**config.mk**
```make
export PLATFORM = sky130hd
export DESIGN_NAME = dram_reader
export DESIGN_NICKNAME = d
export VERILOG_FILES = /design/src/rtl/dram_reader_pkg.sv /design/src/rtl/dram_burst_splitter.sv /design/src/rtl/dram_reader.sv
export SDC_FILE = /design/constraint.sdc
export NUM_CORES = 1
export LEC_CHECK = 0
export ABC_CLOCK_PERIOD_IN_PS = 3350
export CAP_MARGIN = 20
export CORE_ASPECT_RATIO = 0.9
export CORE_MARGIN = 2
export CORE_UTILIZATION = 45
export CTS_CLUSTER_SIZE = 12
export DETAILED_ROUTE_END_ITERATION = 6
export GPL_TIMING_DRIVEN = 0
export HOLD_SLACK_MARGIN = 0.02
export PLACE_DENSITY = 0.82
export SETUP_SLACK_MARGIN = 0.1
export SYNTH_ARGS = -nofsm -noshare
export SYNTH_HDL_FRONTEND = slang
export SYNTH_SLANG_ARGS = --single-unit
```
**constraint.sdc**
```tcl
create_clock -name clk_pixel -period 3.35 [get_ports clk_pixel]
set_input_delay 0.67 -clock clk_pixel [delete_from_list [all_inputs] [get_ports clk_pixel]]
set_output_delay 0.67 -clock clk_pixel [all_outputs]
set_load 0.03 [all_outputs]
```
**src/rtl/dram_reader_pkg.sv**
```systemverilog
// Shared types and constants for the DRAM read master.
`timescale 1ns/1ps
package dram_reader_pkg;

  typedef enum logic [1:0] {
    ST_IDLE,
    ST_ADDR,
    ST_DATA
  } state_t;

  localparam logic [1:0]  AXI_BURST_INCR  = 2'b01;
  localparam logic [1:0]  AXI_RESP_OKAY   = 2'b00;
  localparam logic [2:0]  AXI_SIZE_16B    = 3'b100;
  localparam int unsigned PAGE_BYTES      = 4096;
  localparam int unsigned DATA_WIDTH_BITS = 128;
  localparam int unsigned BEAT_BYTES      = DATA_WIDTH_BITS / 8;

endpackage

```
**src/rtl/dram_burst_splitter.sv**
```systemverilog
// Splits a request at the next 4 KB page: first-burst beats, remainder,
// and the start address of the following page.
`timescale 1ns/1ps
module dram_burst_splitter
  import dram_reader_pkg::*;
#(
  parameter int unsigned AXI_ADDR_WIDTH = 40
) (
  input  logic [AXI_ADDR_WIDTH-1:0] i_addr,
  input  logic [7:0]                i_len,
  output logic [7:0]                o_burst1,
  output logic [7:0]                o_rem,
  output logic [AXI_ADDR_WIDTH-1:0] o_next_addr
);

  localparam int unsigned PW = AXI_ADDR_WIDTH - 12;

  logic [12:0] w_page_left;
  logic [8:0]  w_first;

  assign w_page_left = 13'(PAGE_BYTES) - {1'b0, i_addr[11:0]};
  // Page-aligned start yields 256 beats, which never limits an 8-bit length.
  assign w_first     = 9'(w_page_left >> $clog2(BEAT_BYTES));
  assign o_burst1    = ({1'b0, i_len} < w_first) ? i_len : w_first[7:0];
  assign o_rem       = i_len - o_burst1;
  assign o_next_addr = {i_addr[AXI_ADDR_WIDTH-1:12] + PW'(1), 12'h000};

endmodule

```
**src/rtl/dram_reader.sv**
```systemverilog
// AXI4 read master for the display pipeline; INCR bursts split at 4 KB.
// Optional error status ports: define DRAM_READER_ERR_STATUS_EN.
`timescale 1ns/1ps
module dram_reader
  import dram_reader_pkg::*;
#(
  parameter int unsigned DRAM_ADDR_WIDTH = 39,
  parameter int unsigned DRAM_DATA_WIDTH = 128,
  parameter int unsigned AXI_ADDR_WIDTH  = 40
) (
  input  logic                       clk_pixel,
  input  logic                       dram_reader_reset_n,
  input  logic                       dram_reader_flush,
  input  logic [DRAM_ADDR_WIDTH-1:0] dram_read_addr,
  input  logic [7:0]                 dram_read_len,
  input  logic                       dram_read_en,
  output logic                       dram_read_busy,
  output logic [DRAM_DATA_WIDTH-1:0] dram_read_data,
  output logic                       dram_read_data_valid,
`ifdef DRAM_READER_ERR_STATUS_EN
  output logic                       dram_read_err,
  output logic [15:0]                dram_read_err_cnt,
`endif
  output logic [AXI_ADDR_WIDTH-1:0]  m_axi_araddr,
  output logic [7:0]                 m_axi_arlen,
  output logic [2:0]                 m_axi_arsize,
  output logic [1:0]                 m_axi_arburst,
  output logic                       m_axi_arvalid,
  input  logic                       m_axi_arready,
  input  logic [DRAM_DATA_WIDTH-1:0] m_axi_rdata,
  input  logic [1:0]                 m_axi_rresp,
  input  logic                       m_axi_rlast,
  input  logic                       m_axi_rvalid,
  output logic                       m_axi_rready
);

  state_t                     r_state, w_state_nxt;
  logic [AXI_ADDR_WIDTH-1:0]  r_araddr, r_next_addr, w_req_addr, w_split_next;
  logic [7:0]                 r_arlen, r_rem, r_beat_cnt, w_burst1, w_rem;
  logic                       r_drop, r_valid;
  logic [DRAM_DATA_WIDTH-1:0] r_data;
  logic                       w_accept, w_ar_hs, w_r_hs, w_last_beat;
  logic                       w_flush, w_drop, w_more;

  assign w_req_addr  = AXI_ADDR_WIDTH'(dram_read_addr) & ~AXI_ADDR_WIDTH'(BEAT_BYTES - 1);
  assign w_accept    = (r_state == ST_IDLE) & dram_read_en & (dram_read_len != 8'd0);
  assign w_ar_hs     = (r_state == ST_ADDR) & m_axi_arready;
  assign w_r_hs      = (r_state == ST_DATA) & m_axi_rvalid;
  assign w_last_beat = (r_beat_cnt == r_arlen);
  assign w_flush     = dram_reader_flush & (r_state != ST_IDLE);
  // Flush takes effect on the very beat it coincides with.
  assign w_drop      = r_drop | w_flush;
  assign w_more      = (r_rem != 8'd0) & ~w_drop;

  dram_burst_splitter #(
    .AXI_ADDR_WIDTH(AXI_ADDR_WIDTH)
  ) u_splitter (
    .i_addr     (w_req_addr),
    .i_len      (dram_read_len),
    .o_burst1   (w_burst1),
    .o_rem      (w_rem),
    .o_next_addr(w_split_next)
  );

  always_comb begin
    w_state_nxt = r_state;
    case (r_state)
      ST_IDLE: if (w_accept) w_state_nxt = ST_ADDR;
      ST_ADDR: if (m_axi_arready) w_state_nxt = ST_DATA;
      ST_DATA: if (w_r_hs && w_last_beat) w_state_nxt = w_more ? ST_ADDR : ST_IDLE;
      default: w_state_nxt = ST_IDLE;
    endcase
  end

  always_ff @(posedge clk_pixel or negedge dram_reader_reset_n) begin
    if (!dram_reader_reset_n) r_state <= ST_IDLE;
    else                      r_state <= w_state_nxt;
  end

  always_ff @(posedge clk_pixel or negedge dram_reader_reset_n) begin
    if (!dram_reader_reset_n) begin
      r_araddr    <= '0;
      r_next_addr <= '0;
      r_arlen     <= '0;
      r_rem       <= '0;
      r_beat_cnt  <= '0;
      r_drop      <= 1'b0;
      r_valid     <= 1'b0;
      r_data      <= '0;
    end else begin
      if (w_accept) begin
        r_araddr    <= w_req_addr;
        r_arlen     <= w_burst1 - 8'd1;
        r_rem       <= w_rem;
        r_next_addr <= w_split_next;
        r_drop      <= dram_reader_flush;
      end else begin
        if (w_flush) begin
          r_drop <= 1'b1;
          r_rem  <= '0;
        end
        if (w_ar_hs) r_beat_cnt <= '0;
        if (w_r_hs) begin
          r_beat_cnt <= r_beat_cnt + 8'd1;
          if (w_last_beat) begin
            if (w_more) begin
              r_araddr <= r_next_addr;
              r_arlen  <= r_rem - 8'd1;
              r_rem    <= '0;
            end else begin
              r_drop <= 1'b0;
            end
          end
        end
      end
      r_valid <= w_r_hs & ~w_drop;
      if (w_r_hs && !w_drop) r_data <= m_axi_rdata;
    end
  end

`ifdef DRAM_READER_ERR_STATUS_EN
  logic        r_err, w_bad;
  logic [15:0] r_err_cnt;

  assign w_bad = w_r_hs & ((m_axi_rresp != AXI_RESP_OKAY) | (m_axi_rlast != w_last_beat));

  always_ff @(posedge clk_pixel or negedge dram_reader_reset_n) begin
    if (!dram_reader_reset_n) begin
      r_err     <= 1'b0;
      r_err_cnt <= '0;
    end else if (w_bad) begin
      r_err <= 1'b1;
      if (r_err_cnt != 16'hFFFF) r_err_cnt <= r_err_cnt + 16'd1;
    end
  end

  assign dram_read_err     = r_err;
  assign dram_read_err_cnt = r_err_cnt;
`else
  logic w_unused;
  assign w_unused = ^{m_axi_rresp, m_axi_rlast};
`endif

  assign dram_read_busy       = (r_state != ST_IDLE) | dram_read_en;
  assign dram_read_data       = r_data;
  assign dram_read_data_valid = r_valid;
  assign m_axi_araddr         = r_araddr;
  assign m_axi_arlen          = r_arlen;
  assign m_axi_arsize         = AXI_SIZE_16B;
  assign m_axi_arburst        = AXI_BURST_INCR;
  assign m_axi_arvalid        = (r_state == ST_ADDR);
  assign m_axi_rready         = (r_state == ST_DATA);

endmodule
```
==> run metrics, run 1 <==
row count between 50 and 60; f_max 238 MHz; # clock sinks 220; nets 1486; ranking of synthesized cells by area dfrtp_1 54%, mux2_2 14%, nand2_1 3.9%; Post-Synthesis Cells 877; Final HPWL DP 24300 um; worst path required time approximately 3.7 ns; skew final around 0.0063 ns; Die ar. 0.0239 mm^2; Ports 369; gr usage total a little over a quarter; Slew headroom a little under half; Placeable Area 0.0224 mm^2; die span in x 163 um; clk_lat worst skew 0.51 ns; unrepaired setup endpoints after global routing yes; area leader, netlist dfrtp_1; first-pass GRT wire length between 40000 and 50000 um; DRT antenna net count 0; actual slew at the worst max-slew pin slightly above 0.8 ns; YS warnings 0; Hold Path Class in2async; Post-synth ARST share 100%; status finished, violations left; Combinational Power Share around half; Static Leakage between 6 and 7 nW; IO Port Bufs roughly 350; Initial Utilization 45.6%; final period utilization 125%; critical-path maximum fanout 10; Unique masters post-synth 65; Psw 5.64 mW; Synth Register Bits 220; worst vdd ir ~0.59 mV; number of global-route vias before repair 8282; Mapped Avg Cell Area about 12 um^2; GP Congestion between 0.8 and 0.9; hold_buf cts 0; post-route insts no fill between 1500 and 2000; Clock power frac 18.5%; area occupied by multi-input gates 0.00474 mm^2; average wire per standard cell 20.2 um; Synth Cell Area 0.0102 mm^2; register area 0.00551 mm^2; Critical Path End Type register; fin util 69.1%; via count 8484; DR iter-0 viols between 400 and 500; most common cell after layout, fill and taps aside clkdlybuf4s50_1; routed wire length ~32000 um; CTS tree built; Tot Pwr 14.1 mW; CTS Buf Count 24; Cell Area, Placed approximately 0.014 mm^2; share of post-route cells with drive strength above 1 21.5%; Setup CP Type in2reg; Switching Share 39.9%; Main synth FF type dfrtp_1; largest net degree at the start of global routing around 120; failing checks negative setup slack; min Tclk post-route 4.20 ns; most frequent cells in the layout 341 x clkdlybuf4s50_1, 220 x dfrtp_1, 130 x mux2_2, 105 x nand2_1, 63 x o21ai_0; EDFF count, synth 0; finished layout cell area 0.0155 mm^2; P&R area growth vs syn 51.6%; Inst Count DP 1531; DRC Markers 0; final hold viol count 0; 1st-pass router iterations 7; worst setup margin -0.852 ns; vias per inst about 5.3; Fill cells about 1600; top-area cell type share of the netlist area 53.9%; Reg clk slew, reported paths 0.06 ns; Critical Path AT 4.57 ns; worst hold slack between 0.2 and 0.25 ns; initial antenna violation count 6; pwr/cell area between 900 and 1000 mW/mm^2; r2r setup slk 0.27 ns; CTS Buffer Depth 3; Sequential Power Share around 33%; H-tree depth 1; Slew Limit Fails 0; Int Pwr 8.50 mW; CP startpoint kind input port; # setup viols final 9; gr ovfl total 0; post-synthesis sequential area ratio 53.9%; Die Ht 147 um; max_cap viols 0; CTS Root Cell clkbuf_16
## state kept, by name, summed over array words and instances, names as in the netlist
register,count
m_axi_araddr,36
dram_read_data,128
r_drop,1
r_rem,8
r_state,2
m_axi_arlen,8
r_beat_cnt,8
r_next_addr,28
dram_read_data_valid,1
## area by class of cell
cell class                      instances  area share [%]
Clock buffer                           34            4.45
Sequential cell                       220            35.6
Multi-Input combinational cell        604            30.7
Clock inverter                          6           0.591
Inverter                                8           0.194
Buffer                                 52            1.80
Antenna cell                            6          0.0971
Timing Repair Buffer                  377            24.2
Tap cell                              297            2.40
## kinds of logic after synthesis
logic type | after synthesis | share of synthesized area (%)
AOI/OAI and AO/OA | 128 | 8.15
xor gates and xnor gates | 59 | 5.06
adders and majority gates | 15 | 1.91
buffers and inverters | 60 | 2.69
DFF | 220 | 53.9
muxes | 162 | 17.5
other | 2 | 0.0736
and+or+nand+nor | 231 | 10.7
## worst max-delay path, stage by stage
cell      delay, ns
buf_12         0.10
nor4_4         0.31
nand2_1        0.14
xnor2_2        0.19
ha_4           0.30
nand4_1        0.12
a211o_1        0.35
nand2_2        0.11
buf_4          0.12
o21a_2         0.13
buf_8          0.14
o21bai_2       0.11
and2_1         0.16
ha_1           0.35
a21oi_4        0.20
nor2b_2        0.08
a211oi_2       0.25
nand4_1        0.16
a22oi_2        0.24
xor2_1         0.25
o21ai_1        0.09
## synth_stat cells (5+ instances only)
| cell | n |
|---|---|
| a21oi_1 | 12 |
| and3_1 | 5 |
| buf_1 | 5 |
| buf_4 | 10 |
| clkbuf_1 | 33 |
| dfrtp_1 | 220 |
| ha_1 | 14 |
| inv_1 | 8 |
| mux2_2 | 131 |
| mux2i_1 | 31 |
| nand2_1 | 107 |
| nand3_1 | 25 |
| nand4_1 | 9 |
| nor2_1 | 42 |
| nor2b_1 | 5 |
| nor3_1 | 7 |
| o211ai_1 | 11 |
| o21ai_0 | 67 |
| xnor2_1 | 32 |
| xor2_1 | 27 |
## power by group through the flow
stage | registers [mW] | clock network [mW] | logic (mW)
2_1_floorplan | 6.39 | 0 | 1.89
3_3_place_gp | 4.56 | 0 | 6.60
3_5_place_dp | 4.60 | 0 | 6.70
4_1_cts | 4.58 | 2.67 | 6.89
5_1_grt | 4.74 | 2.78 | 7.31
6_report | 4.59 | 2.62 | 6.93
## worst paths after layout
path	start	depth (start not counted)	end
setup reg to reg	r_state[1]$_DFFE_PN0P_	6	dram_read_data[117]$_DFFE_PN0P_
max in group asynchronous	dram_reader_reset_n	2	r_next_addr[17]$_DFFE_PN0P_
hold / removal	dram_reader_reset_n	1	dram_read_data[6]$_DFFE_PN0P_
min in group clk_pixel	dram_read_addr[6]	3	m_axi_araddr[6]$_DFFE_PN0P_
hold reg to reg	r_next_addr[16]$_DFFE_PN0P_	2	r_next_addr[16]$_DFFE_PN0P_
setup / recovery	dram_read_addr[6]	21	r_rem[6]$_DFF_PN0_
## routing by layer
layer | track usage [%] | wire length [um] | up-vias
met2 | 44.5 | 16000 | 345
met1 | 33.6 | 12900 | 4193
met3 | 6.78 | 2670 | 45
met5 | 0 | 0 | -
met4 | 7.70 | 940 | 0
li1 | - | - | 3901
## per-stage QoR
stage	worst slack, ns	setup TNS (ns)
floorplan	-0.952	-5.58
global placement	-7.74	-1752.31
detailed placement	-2.12	-56.67
CTS	-0.809	-3.76
global route	-1.04	-5.60
finish	-0.852	-3.89
## timing repair
| item | CTS | global route |
|---|---|---|
| pin swaps | 27 | 27 |
| endpoints found under the setup margin | 44 | 14 |
| setup buffers | 26 | 5 |
| gates resized for setup | 64 | 26 |
No activity file was read; power rests on OpenSTA's default activity.
==> run 2, diff against run 1 <==
- CORE_UTILIZATION: 45 -> 40
- PLACE_DENSITY: 0.82 -> 0.74
==> run metrics, run 2 (same netlist as run 1, synthesis figures left out) <==
H-tree depth 1; Critical Path AT 4.41 ns; unrepaired setup endpoints after global routing yes; CTS Buffer Depth 3; post-route insts no fill 1659; Final HPWL DP 23900 um; Psw 5.55 mW; Die ar. 0.0268 mm^2; CP startpoint kind input port; initial antenna violation count 9; routed wire length 32000 um; f_max 248 MHz; 1st-pass router iterations 5; gr usage total 22.8%; most frequent cells in the layout 340 x clkdlybuf4s50_1, 220 x dfrtp_1, 131 x mux2_2, 104 x nand2_1, 62 x o21ai_0; worst-path cell chain buf_12 > nor4_4 > nand2_1 > xnor2_2 > ha_4 > nand4b_1 > or3_4 > o211ai_4 > nand2_4 > o21ai_4 > buf_6 > mux2i_4 > buf_6 > fa_2 > a21oi_4 > nor2b_2 > a211oi_2 > nand4_1 > a22oi_2 > xor2_1 > o21ai_1; worst hold slack 0.175 ns; Die Ht 156 um; Slew Limit Fails 0; worst path required time roughly 3.7 ns; DRC Markers 0; CTS Buf Count 24; largest net degree at the start of global routing 119; DR iter-0 viols around 500; Combinational Power Share 48.3%; Reg clk slew, reported paths around 0.060 ns; P&R area growth vs syn 53.2%; worst path buffer plus inverter count 3; vias per inst 5.10; Setup CP Type in2reg; row count 55; final hold viol count 0; IO Port Bufs 349; Crit path top cell by count buf_6; Largest register FFs 128; Placeable Area approximately 0.025 mm^2; share of post-route cells with drive strength above 1 22.0%; Switching Share 39.2%; average wire per standard cell between 15 and 20 um; gr ovfl total 0; CTS Root Cell clkbuf_16; min Tclk post-route roughly 4.0 ns; max_cap viols 0; failing checks negative setup slack; worst setup margin -0.683 ns; number of global-route vias before repair about 8300; Inst Count DP approximately 1600; Int Pwr around 8.6 mW; fin util 62.2%; crit-path max cell delay 0.39 ns; worst vdd ir 0.509 mV; # setup viols final 12; Critical Path End Type register; Hold Path Class in2async; CTS tree built; first-pass GRT wire length 47300 um; actual slew at the worst max-slew pin 0.821 ns; skew final 0.0151 ns; nets 1493; critical path's slowest cell fa_2; setup tns final -3.83 ns; final period utilization 120%; Slew headroom between 40% and 50%; critical-path maximum fanout 5; die span in x approximately 170 um; Ports 369; # clock sinks 220; GP Congestion 0.899; CP top delay family simple AND/OR/NAND/NOR gates; status finished, violations left; most common cell after layout, fill and taps aside clkdlybuf4s50_1; Sequential Power Share about a third; clk_lat worst skew between 0.5 and 0.6 ns; DRT antenna net count 0; Static Leakage 6.76 nW; via count 8456; Clock power frac 19.4%; pwr/cell area 906 mW/mm^2; Initial Utilization 40.6%
==> run 2: cell count changes in the layout (fill, tap and decap cells not counted), moves of 2 or more <==
cell,before,now
o21bai_2,2,0
buf_4,34,39
o21bai_4,0,2
buf_6,2,6
clkbuf_8,5,9
buf_2,7,5
clkinv_2,3,0
==> run 2: path summary, 6_finish.rpt <==
path	startpoint	endpoint	slack [ns]	cells after the start
min in group clk_pixel	dram_read_addr[7]	m_axi_araddr[7]$_DFFE_PN0P_	0.38	3
hold / removal	dram_reader_reset_n	dram_read_data[41]$_DFFE_PN0P_	0.17	1
hold reg to reg	r_next_addr[12]$_DFFE_PN0P_	r_next_addr[12]$_DFFE_PN0P_	0.48	1
setup / recovery	dram_read_addr[7]	r_rem[6]$_DFF_PN0_	-0.68	21
setup reg to reg	r_state[1]$_DFFE_PN0P_	dram_read_data[41]$_DFFE_PN0P_	0.33	6
max in group asynchronous	dram_reader_reset_n	dram_read_data[77]$_DFFE_PN0P_	2.13	2
==> run 2: power groups by stage <==
stage	combinational [mW]	sequential (mW)	clock (mW)
after floorplan	1.89	6.39	0
after global placement	6.59	4.56	0
after detailed placement	6.67	4.60	0
after CTS	6.83	4.57	2.82
after global routing	7.25	4.71	2.92
final	6.85	4.56	2.76
==> run 2: final cells by class <==
| class | instances | area [um^2] |
|---|---|---|
| antenna | 7 | 17.5 |
| buffer | 52 | 283 |
| clock buffer | 40 | 772 |
| clock inverter | 2 | 60.1 |
| fill | 2015 | 9480 |
| inverter | 8 | 30.0 |
| multi-input combinational | 604 | 4740 |
| sequential | 220 | 5510 |
| tap | 342 | 428 |
| timing repair buffer | 384 | 3800 |
==> run 2: worst reg2reg max path: cells and delay by family, from the launching register on <==
kind / cells / cell delay (ns)
DFF: 1 / 0.45
and+or+nand+nor: 3 / 0.94
buffers and inverters: 2 / 1.09
muxes: 1 / 0.41
==> run 2: through the flow <==
step	setup WS (ns)	power (mW)	area, um^2
2_1_floorplan	-0.952	8.28	10300
3_3_place_gp	-7.80	11.1	14200
3_5_place_dp	-2.05	11.3	14300
4_1_cts	-0.698	14.2	15500
5_1_grt	-0.838	14.9	15600
6_report	-0.683	14.2	15600
==> run 2: routing by layer <==
| metal | vias up | part of all wire [%] | GRT usage [%] |
|---|---|---|---|
| met5 | - | 0.091 | 0 |
| met4 | 4 | 3.1 | 7.96 |
| met3 | 76 | 9.3 | 7.20 |
| met2 | 364 | 49 | 39.2 |
| met1 | 4107 | 38 | 26.9 |
| li1 | 3905 | - | - |
==> run 2: timing repair <==
| action | 4_1_cts | 5_1_grt |
|---|---|---|
| setup buffers | 28 | 6 |
| gates cloned | 0 | 0 |
| endpoints found under the setup margin | 33 | 48 |
| pin swaps | 35 | 23 |
| hold buffers | 0 | 0 |
| gates resized for setup | 72 | 15 |
==> run 3, diff against run 2 <==
- PLACE_DENSITY: 0.74 -> 0.72
- SYNTH_HIERARCHICAL: unset -> 1
==> run metrics, run 3 <==
Synth Cell Area about 0.011 mm^2; worst hold slack about 0.38 ns; worst path required time 3.81 ns; DRT antenna net count 0; Setup CP Type in2reg; H-tree depth 1; Unique masters post-synth 61; IO Port Bufs between 300 and 400; top post-synthesis cells by count 236 x dfrtp_1, 206 x nand2_1, 131 x mux2_2; failing checks negative setup slack; via count 8998; initial antenna violation count 7; worst vdd ir 0.460 mV; Largest register FFs 128; Combinational Power Share 47.7%; area leader, netlist dfrtp_1; Synth Register Bits 236; Sequential Power Share 32.5%; multiplexer area fraction after synthesis between 10% and 20%; f_max roughly 240 MHz; Ports 369; Int Pwr about 9.0 mW; Reg clk slew, reported paths about 0.060 ns; critical-path maximum fanout 6; actual slew at the worst max-slew pin 0.653 ns; clk_lat worst skew approximately 0.53 ns; # clock sinks around 240; status finished, violations left; HP Start dram_read_addr[5]; Psw 5.90 mW; final hold viol count 0; worst setup margin -0.874 ns; ranking of synthesized cells by area dfrtp_1 53%, mux2_2 13%, nand2_1 7.0%; Simple-Gate Fraction of Synth Area 13.1%; Tot Pwr ~15 mW; r2r setup slk ~0.84 ns; average wire per standard cell 19.1 um; Hold Path Class in2reg; Mapped Avg Cell Area 11.2 um^2; # setup viols final 13; CP startpoint kind input port; die span in x 180 um; most frequent cells in the layout 347 x clkdlybuf4s50_1, 236 x dfrtp_1, 202 x nand2_1, 131 x mux2_2, 49 x buf_4; first-pass GRT wire length roughly 53000 um; most common cell after layout, fill and taps aside clkdlybuf4s50_1; number of global-route vias before repair 9011; pwr/cell area 893 mW/mm^2; RR Endpoint m_axi_arlen[4]$_DFFE_PN0P_; most common cell in the synthesized netlist dfrtp_1; Main synth FF type dfrtp_1; CTS Buffer Depth 3; share of post-route cells with drive strength above 1 22.4%; Post-Synth XOR/XNOR Area under 10%; row count 57; Synth Area in Adders 1.53%; Post-Synthesis Cells 992; Switching Share 39.5%; unrepaired setup endpoints after global routing yes; Die Ht 162 um; skew final 0.0110 ns; largest family of logic cells by synthesized area multiplexers; Final HPWL DP 26600 um; Clock power frac 19.9%; GP Congestion approximately 0.86; Critical Path End Type register; top-area cell type share of the netlist area 53.2%; Post-synth ARST share 100%; P&R area growth vs syn 50.5%; final period utilization 126%; CTS tree built; Fill cells around 2200; DR iter-0 viols 437; largest net degree at the start of global routing ~120; FF-to-FF path depth 10; Slew headroom 56.5%; fin util 61.5%; Synth Area in Compound Gates 6.29%; gr usage total 23.1%; DRC Markers 0; Placeable Area roughly 0.027 mm^2; CTS Buf Count 27; vias per inst 4.96; hold depth 3; Static Leakage 7.63 nW; Slew Limit Fails 0; nets 1631; Worst Hold End m_axi_araddr[5]$_DFFE_PN0P_; post-synthesis sequential area ratio roughly 53%; gr ovfl total 0; Die ar. between 0.02 and 0.03 mm^2; min Tclk post-route around 4.2 ns; max_cap viols 0; Critical Path AT 4.68 ns; EDFF count, synth 0; 1st-pass router iterations 5; reg2reg start r_state[1]$_DFFE_PN0P_; YS warnings 6; Initial Utilization 40.9%; CTS Root Cell clkbuf_16; routed wire length 34800 um
run 3: kinds of logic after synthesis:
| family | Yosys count |
|---|---|
| and+or+nand+nor | 328 |
| AOI/OAI and AO/OA | 100 |
| adders and majority gates | 13 |
| DFF | 236 |
| xor gates and xnor gates | 62 |
| other | 3 |
| buffers and inverters | 83 |
| muxes | 167 |
run 3: cell type report:
cell class / count / area (um^2) / share of cell area [%]
Clock inverter: 9 / 106 / 0.636
Clock buffer: 40 / 795 / 4.75
Inverter: 20 / 80.1 / 0.479
Multi-Input combinational cell: 696 / 5070 / 30.4
Tap cell: 354 / 443 / 2.65
Sequential cell: 236 / 5910 / 35.3
Antenna cell: 7 / 17.5 / 0.105
Timing Repair Buffer: 390 / 3880 / 23.2
Buffer: 63 / 414 / 2.48
run 3: stage by stage:
step           setup slack (ns)  setup TNS, ns  area, um^2  cells
5_1_grt                   -1.01          -7.72       16700   1814
3_5_place_dp              -2.29         -26.14       15400   1727
6_report                 -0.874          -5.89       16700   1815
2_1_floorplan             -1.16          -8.21       11300   1015
4_1_cts                  -0.878          -5.22       16500   1797
3_3_place_gp              -8.63       -2053.16       15300   1725
run 3: how the worst max path moves through the flow:
| stage | to | from | slack, ns |
|---|---|---|---|
| floorplan | r_rem[6]$_DFF_PN0_ | dram_read_addr[6] | -1.16 |
| detailed placement | r_rem[6]$_DFF_PN0_ | dram_read_addr[4] | -2.29 |
| global route | r_rem[7]$_DFF_PN0_ | dram_read_addr[4] | -1.01 |
| finish | r_rem[7]$_DFF_PN0_ | dram_read_addr[4] | -0.87 |
| global placement | m_axi_araddr[31]$_DFFE_PN0P_ | dram_reader_reset_n | -8.63 |
| CTS | r_rem[7]$_DFF_PN0_ | dram_read_addr[5] | -0.88 |
run 3: layer usage:
layer | GRT usage, % | wire length, um
met5 | 0 | 13
met1 | 27.7 | 13900
met4 | 6.61 | 750
met2 | 41.1 | 17900
met3 | 5.87 | 2130
run 3: power by group through the flow:
stage          Combinational (mW)  Sequential, mW  Clock, mW
6_report                     7.12            4.85       2.97
4_1_cts                      7.05            4.83       3.03
2_1_floorplan                2.07            6.65          0
3_3_place_gp                 6.85            4.82          0
3_5_place_dp                 6.95            4.87          0
5_1_grt                      7.53            5.00       3.16
run 3: repair_timing:
action / in CTS / in global routing
gates resized for setup: 58 / 19
hold buffers: 1 / 0
endpoints found under the setup margin: 16 / 16
pin swaps: 25 / 22
hold endpoints to repair: 23 / 0
setup buffers: 20 / 11
run 3: critical path, stage by stage:
cell,delay (ns)
buf_12,0.11
nor3_4,0.18
and4_1,0.22
buf_6,0.11
nand2_4,0.05
xor2_2,0.20
inv_2,0.08
ha_4,0.26
nand3b_1,0.08
mux2i_1,0.17
a21bo_2,0.26
a211oi_4,0.23
nor2_4,0.09
buf_6,0.15
o21ai_4,0.13
ha_2,0.19
inv_2,0.04
a21o_1,0.18
a21o_1,0.19
nand2_2,0.09
nor2_2,0.06
a311oi_2,0.21
nand3b_1,0.20
mux2i_1,0.16
nor3_1,0.18
nand2_1,0.09
o21ai_1,0.09
==> patch 1: new RTL, settings of run 2 <==
Set the parameter `DRAM_ADDR_WIDTH` to 31 (it was 39).
--- a/src/rtl/dram_reader.sv
+++ b/src/rtl/dram_reader.sv
@@ -4,7 +4,7 @@
 module dram_reader
   import dram_reader_pkg::*;
 #(
-  parameter int unsigned DRAM_ADDR_WIDTH = 39,
+  parameter int unsigned DRAM_ADDR_WIDTH = 31,
   parameter int unsigned DRAM_DATA_WIDTH = 128,
   parameter int unsigned AXI_ADDR_WIDTH  = 40
 ) (
Ports: changed (resized dram_read_addr); port bits go from 369 to 361. The function was not compared with the original's and may differ.
==> patch 1 against run 2 <==
  * The flow still finishes with violations (setup timing)
  * Total power down 5.1%
  * Cell area down 7.0%
  * Clock skew down 2.2 ps
  * Critical path depth down 4
  * Combinational power down 1%
  * Core utilization up 0.41 points
  * Synthesized area down 7.7%
  * Sequential share of layout area down 0.11 points
  * Wire length down 10%
  * Worst setup slack better by 250 ps
  * Sequential cell count down 16
==> patch 1: results (changes against run 2) <==
* Measured slew at the worst slew-check pin at 813.4 ps (was 820.8 ps)
* Failing checks: setup timing (unchanged)
* Filler instances at 1,849 (was 2,015)
* Internal reg-to-reg setup slack at 460 ps (was 330 ps)
* Final nets at 1,401 (was 1,493)
* Routed via count at 7,614 (was 8,456)
* Setup crit end: r_rem[7] (was r_rem[6])
* Final TNS setup at -1696 ps (was -3826 ps)
* VDD IR max at 0.5493 mV (was 0.5087 mV)
* Synth top area cells: dfrtp_1, mux2_2, nand2_1, o21ai_0, xnor2_1 (was dfrtp_1, mux2_2, nand2_1, o21ai_0, mux2i_1)
* Fin cells at 1,532 (was 1,659)
* WL final at 28,690 um (was 31,950 um)
* Outcome: finished, violations left (unchanged)
* RePlAce Congestion at 0.8368 (was 0.8988)
* # setup viols final at 8 (was 12)
* H-tree depth at 1 (unchanged)
* Global-route usage over all layers at 0.2202 (was 0.2283)
* Buffers on Ports at 334 (was 349)
* First-pass GRT wire length at 43,640 um (was 47,300 um)
* Commonest cells post-synth: dfrtp_1, mux2_2, nand2_1 (unchanged)
* Largest net degree at the start of global routing at 110 (was 119)
* Setup ws final at -434.2 ps (was -683.2 ps)
* Share of cells above drive strength 1 at 0.2265 (was 0.2198)
* FF-to-FF End: dram_read_data[21] (was dram_read_data[41])
* Leakage power at 6.382 nW (was 6.763 nW)
* Seq/Total Area, Yosys at 0.5420 (was 0.5395)
* WP data arrival at 4190 ps (was 4410 ps)
* Critical path origin: dram_read_len[1] (was dram_read_addr[7])
* Predominant post-synthesis flop cell: dfrtp_1 (unchanged)
* Initial antenna violation count at 6 (was 9)
* First drt pass iteration count at 4 (was 5)
* Total CTS buffers at 23 (was 24)
* Worst Skew at 12.98 ps (was 15.15 ps)
* Count of cell types in the netlist at 54 (was 65)
* Synth Instances at 806 (was 877)
* Root Buffer: clkbuf_16 (unchanged)
* HPWL after DPL at 21,440 um (was 23,920 um)
* DRC at 0 (unchanged)
* Area post-placement at 13,380 sq um (was 14,280 sq um)
* Iteration-0 DRC Markers at 366 (was 514)
patch 1: cell count changes after synthesis, sizes merged, moves of 6 or more:
cell and delta:
xnor2 -6, xor2 -7, nor2 -7, dfrtp -16, buf +8, o211ai -12, o21ai -16, a21oi +6
nand2 -9, mux2i -10
patch 1: cell type report:
class                           instances  area (sq um)  area share
Antenna cell                            7         17.52    0.001205
Clock buffer                           34         676.9     0.04655
Buffer                                 57         319.1     0.02194
Timing Repair Buffer                  364          3625      0.2492
Clock inverter                          4         48.80    0.003355
Multi-Input combinational cell        547          4324      0.2973
Inverter                               13         48.80    0.003355
Sequential cell                       204          5105      0.3510
Tap cell                              302         377.9     0.02598
patch 1: critical path, cell delays in order:
cell	delay, ps
clkdlybuf4s50_1	580
ha_1	370
nand2_1	50
o21ai_2	150
o211ai_1	190
a211o_1	370
buf_6	130
a21oi_4	150
a21oi_4	50
ha_1	290
a21o_1	170
a21o_1	200
nand3_1	100
a31o_2	210
a21boi_2	70
a211o_1	270
a21o_1	150
patch 1: worst min path at each step:
stage                     slack [ps]  cells past startpoint                 from                  to
after floorplan                  370                      0  dram_reader_reset_n   dram_read_data[0]
after global placement           450                      2      r_next_addr[31]     r_next_addr[31]
after detailed placement         460                      2      r_next_addr[31]     r_next_addr[31]
after CTS                        210                      1  dram_reader_reset_n  dram_read_data[95]
after global routing             230                      1  dram_reader_reset_n  dram_read_data[95]
final                            160                      1  dram_reader_reset_n  dram_read_data[95]
patch 1: through the flow:
stage | power, mW | util | setup WS (ps)
finish | 13.44 | 0.6266 | -434.2
floorplan | 7.923 | - | -879.6
global placement | 10.71 | 0.5750 | -7121
detailed placement | 10.84 | 0.5764 | -1786
global route | 14.12 | 0.6265 | -583.5
CTS | 13.40 | 0.6163 | -350.0
patch 1: metal layers:
layer	share of wire	track usage	vias to the layer above
met5	0	0	-
met4	0.027	0.07087	0
met2	0.49	0.3647	265
li1	-	-	3582
met3	0.069	0.05343	41
met1	0.42	0.2867	3726
patch 1: logic make-up (layout without fill, tap and decap cells):
| group | after synthesis | in the layout | synth area share |
|---|---|---|---|
| other | 2 | 24 | 0.0007974 |
| AOI/OAI and AO/OA | 117 | 117 | 0.08250 |
| DFF | 204 | 204 | 0.5420 |
| buffers and inverters | 70 | 472 | 0.03640 |
| adders and majority gates | 15 | 15 | 0.02073 |
| and+or+nand+nor | 203 | 203 | 0.09937 |
| muxes | 149 | 149 | 0.1754 |
| xor gates and xnor gates | 46 | 46 | 0.04278 |
patch 1: what timing repair did:
item	4_1_cts	5_1_grt
cloned	0	1
gates resized for setup	47	25
pin swaps	27	10
setup endpoints to repair	16	15
buffers inserted	15	14
patch 1: report_power, final:
group	total [mW]	switching, mW	internal (mW)
clock	2.44	0.976	1.46
sequential	4.24	0.656	3.58
combinational	6.76	3.74	3.02
==> patch 2: new RTL, settings of run 2 <==
Made on the original files. Re-encode `state_t` (3 states) as one-hot, 3 bits wide.
--- a/src/rtl/dram_reader_pkg.sv
+++ b/src/rtl/dram_reader_pkg.sv
@@ -2,10 +2,10 @@
 `timescale 1ns/1ps
 package dram_reader_pkg;
 
-  typedef enum logic [1:0] {
-    ST_IDLE,
-    ST_ADDR,
-    ST_DATA
+  typedef enum logic [2:0] {
+    ST_IDLE = 3'b001,
+    ST_ADDR = 3'b010,
+    ST_DATA = 3'b100
   } state_t;
 
   localparam logic [1:0]  AXI_BURST_INCR  = 2'b01;
Formal check against the unedited RTL: no difference found for any inputs over 4 cycles, from zero or initial values and one cycle with dram_reader_reset_n low; so few cycles prove little.
==> patch 2 against run 2 <==
  * The run still ends with setup timing left
  * Cell area down 0.30%
  * Synthesized cell count up 0.80%
  * Total power down 22%
  * Synthesized area up 0.54%
  * Sequential cell count up 1
  * Worst setup slack worse by 140 ps
  * Die area up 0.53%
  * Wire length up 1.2%
==> patch 2: results (changes against run 2) <==
* XOR/XNOR share of the synthesized area at 0.04768 (was 0.05064)
* Root Buffer: clkbuf_16 (unchanged)
* Ys async rst share at 1.000 (unchanged)
* Outcome: finished, violations left (unchanged)
* Top Family by Delay on Critical Path: compound AO/OA/AOI/OAI gates (was simple AND/OR/NAND/NOR gates)
* Mux cell area share after synthesis at 0.1723 (was 0.1750)
* HPWL after DPL at 24,050 um (was 23,920 um)
* Vias in the first global route at 8,435 (was 8,349)
* Max layer used: met4 (was met5)
* Met2 usage at 0.4069 (was 0.3920)
* Clk_lat worst skew at 510 ps (about the same)
* First drt pass iteration count at 6 (was 5)
* Max reg flops at 128 (unchanged)
* Metal3 WL at 2312 um (was 2974 um)
* DP Cell Count at 1,585 (was 1,576)
* Worst Path Max Fanout at 3 (was 5)
* CP max stage delay at 360 ps (was 390 ps)
* First-pass GRT wire length at 48,760 um (was 47,300 um)
* Total CTS buffers at 24 (unchanged)
* Largest net degree at the start of global routing at 112 (was 119)
* Number of synthesis warnings at 0 (unchanged)
* Final core utilization at 0.6189 (was 0.6225)
* Share of cells above drive strength 1 at 0.2113 (was 0.2198)
* WP data arrival at 4570 ps (was 4410 ps)
* Initial antenna violation count at 5 (was 9)
* Leakage power at 7.029 nW (was 6.763 nW)
* Routed via count at 8,443 (was 8,456)
* Seq/Total Area, Yosys at 0.5391 (was 0.5395)
* WL final at 32,340 um (was 31,950 um)
* DP Worst Slack at -2333 ps (was -2050 ps)
* Post-synth EDFFs at 0 (unchanged)
* Area post-placement at 14,320 sq um (was 14,280 sq um)
* WL met2 at 16,220 um (was 15,740 um)
* Synth top area cells: dfrtp_1, mux2_2, nand2_1, o21ai_0, mux2i_1 (unchanged)
* Iteration-0 DRC Markers at 617 (was 514)
* Commonest cells post-synth: dfrtp_1, mux2_2, nand2_1 (unchanged)
* RePlAce Congestion at 0.8677 (was 0.8988)
* Global-route usage over all layers at 0.2314 (was 0.2283)
* Buffers on Ports at 351 (was 349)
* Final nets at 1,492 (was 1,493)
* Routing usage on met3 at 0.05921 (was 0.07204)
* # setup viols final at 14 (was 12)
* Setup ws final at -825.6 ps (was -683.2 ps)
* Synthesized area per cell at 11.61 sq um (was 11.64 sq um)
* Failing checks: setup timing (unchanged)
* Rel. slew slack at 0.4154 (was 0.4528)
* VDD IR max at 0.5494 mV (was 0.5087 mV)
* Met1 Use GR at 0.2767 (was 0.2695)
* Final TNS setup at -5111 ps (was -3826 ps)
* Metal-1 WL at 12,690 um (was 12,220 um)
* Worst Skew at 13.20 ps (was 15.15 ps)
* H-tree depth at 1 (unchanged)
* Avg WL per Cell at 19.56 um (was 19.26 um)
* Filler instances at 2,040 (was 2,015)
* Compound-Gate Fraction of Synth Area at 0.08573 (was 0.08154)
* Adder-cell share of the synthesized area at 0.01902 (was 0.01913)
* Max stage delay cell, worst path: nor4_4 (was fa_2)
* Count of cell types in the netlist at 64 (was 65)
==> patch 2: cell count changes after synthesis, moves of 4 or more <==
cell	before	now
o211ai_1	11	2
inv_1	8	16
and3_1	5	10
nor3_1	7	11
nand3_1	25	20
a21oi_1	12	26
nor4_1	3	7
buf_2	3	7
xnor2_1	32	25
nand2_1	107	95
==> patch 2: power by group <==
part	internal, mW	switching [mW]	total, mW
Combinational	2.02	2.56	4.59
Sequential	3.42	0.475	3.89
Clock	1.56	1.03	2.59
==> patch 2: final cells by class <==
cell class                 instances  area share
tap                              342     0.02745
clock inverter                     3    0.002889
sequential                       221      0.3548
multi-input combinational        603      0.3056
timing repair buffer             376      0.2417
clock buffer                      36     0.04663
antenna                            5   0.0008026
inverter                          16    0.003853
buffer                            51     0.01629
==> patch 2: cells by family (layout without fill, tap and decap cells) <==
family,Yosys count,count (layout)
buf+inv,67,482
fa+ha+maj,15,15
simple gates,224,224
compound gates,140,140
mux,160,160
other cells,2,14
xor+xnor,55,55
flops,221,221
==> patch 2: worst paths after layout <==
check                                    start                  end  slack (ps)  cells after the start
setup / recovery             dram_read_addr[8]             r_rem[6]        -830                     24
hold / removal             dram_reader_reset_n  dram_read_data[116]         200                      1
setup reg to reg                    r_state[0]       m_axi_arlen[4]         210                     13
hold reg to reg                r_next_addr[34]      r_next_addr[34]         480                      2
max in group asynchronous  dram_reader_reset_n     m_axi_araddr[21]        2060                      2
min in group clk_pixel       dram_read_addr[6]      m_axi_araddr[6]         450                      3
==> patch 2: what timing repair did <==
action / 4_1_cts / 5_1_grt
gates resized for setup: 64 / 32
pin swaps: 19 / 20
setup buffers: 22 / 3
endpoints found under the setup margin: 126 / 53
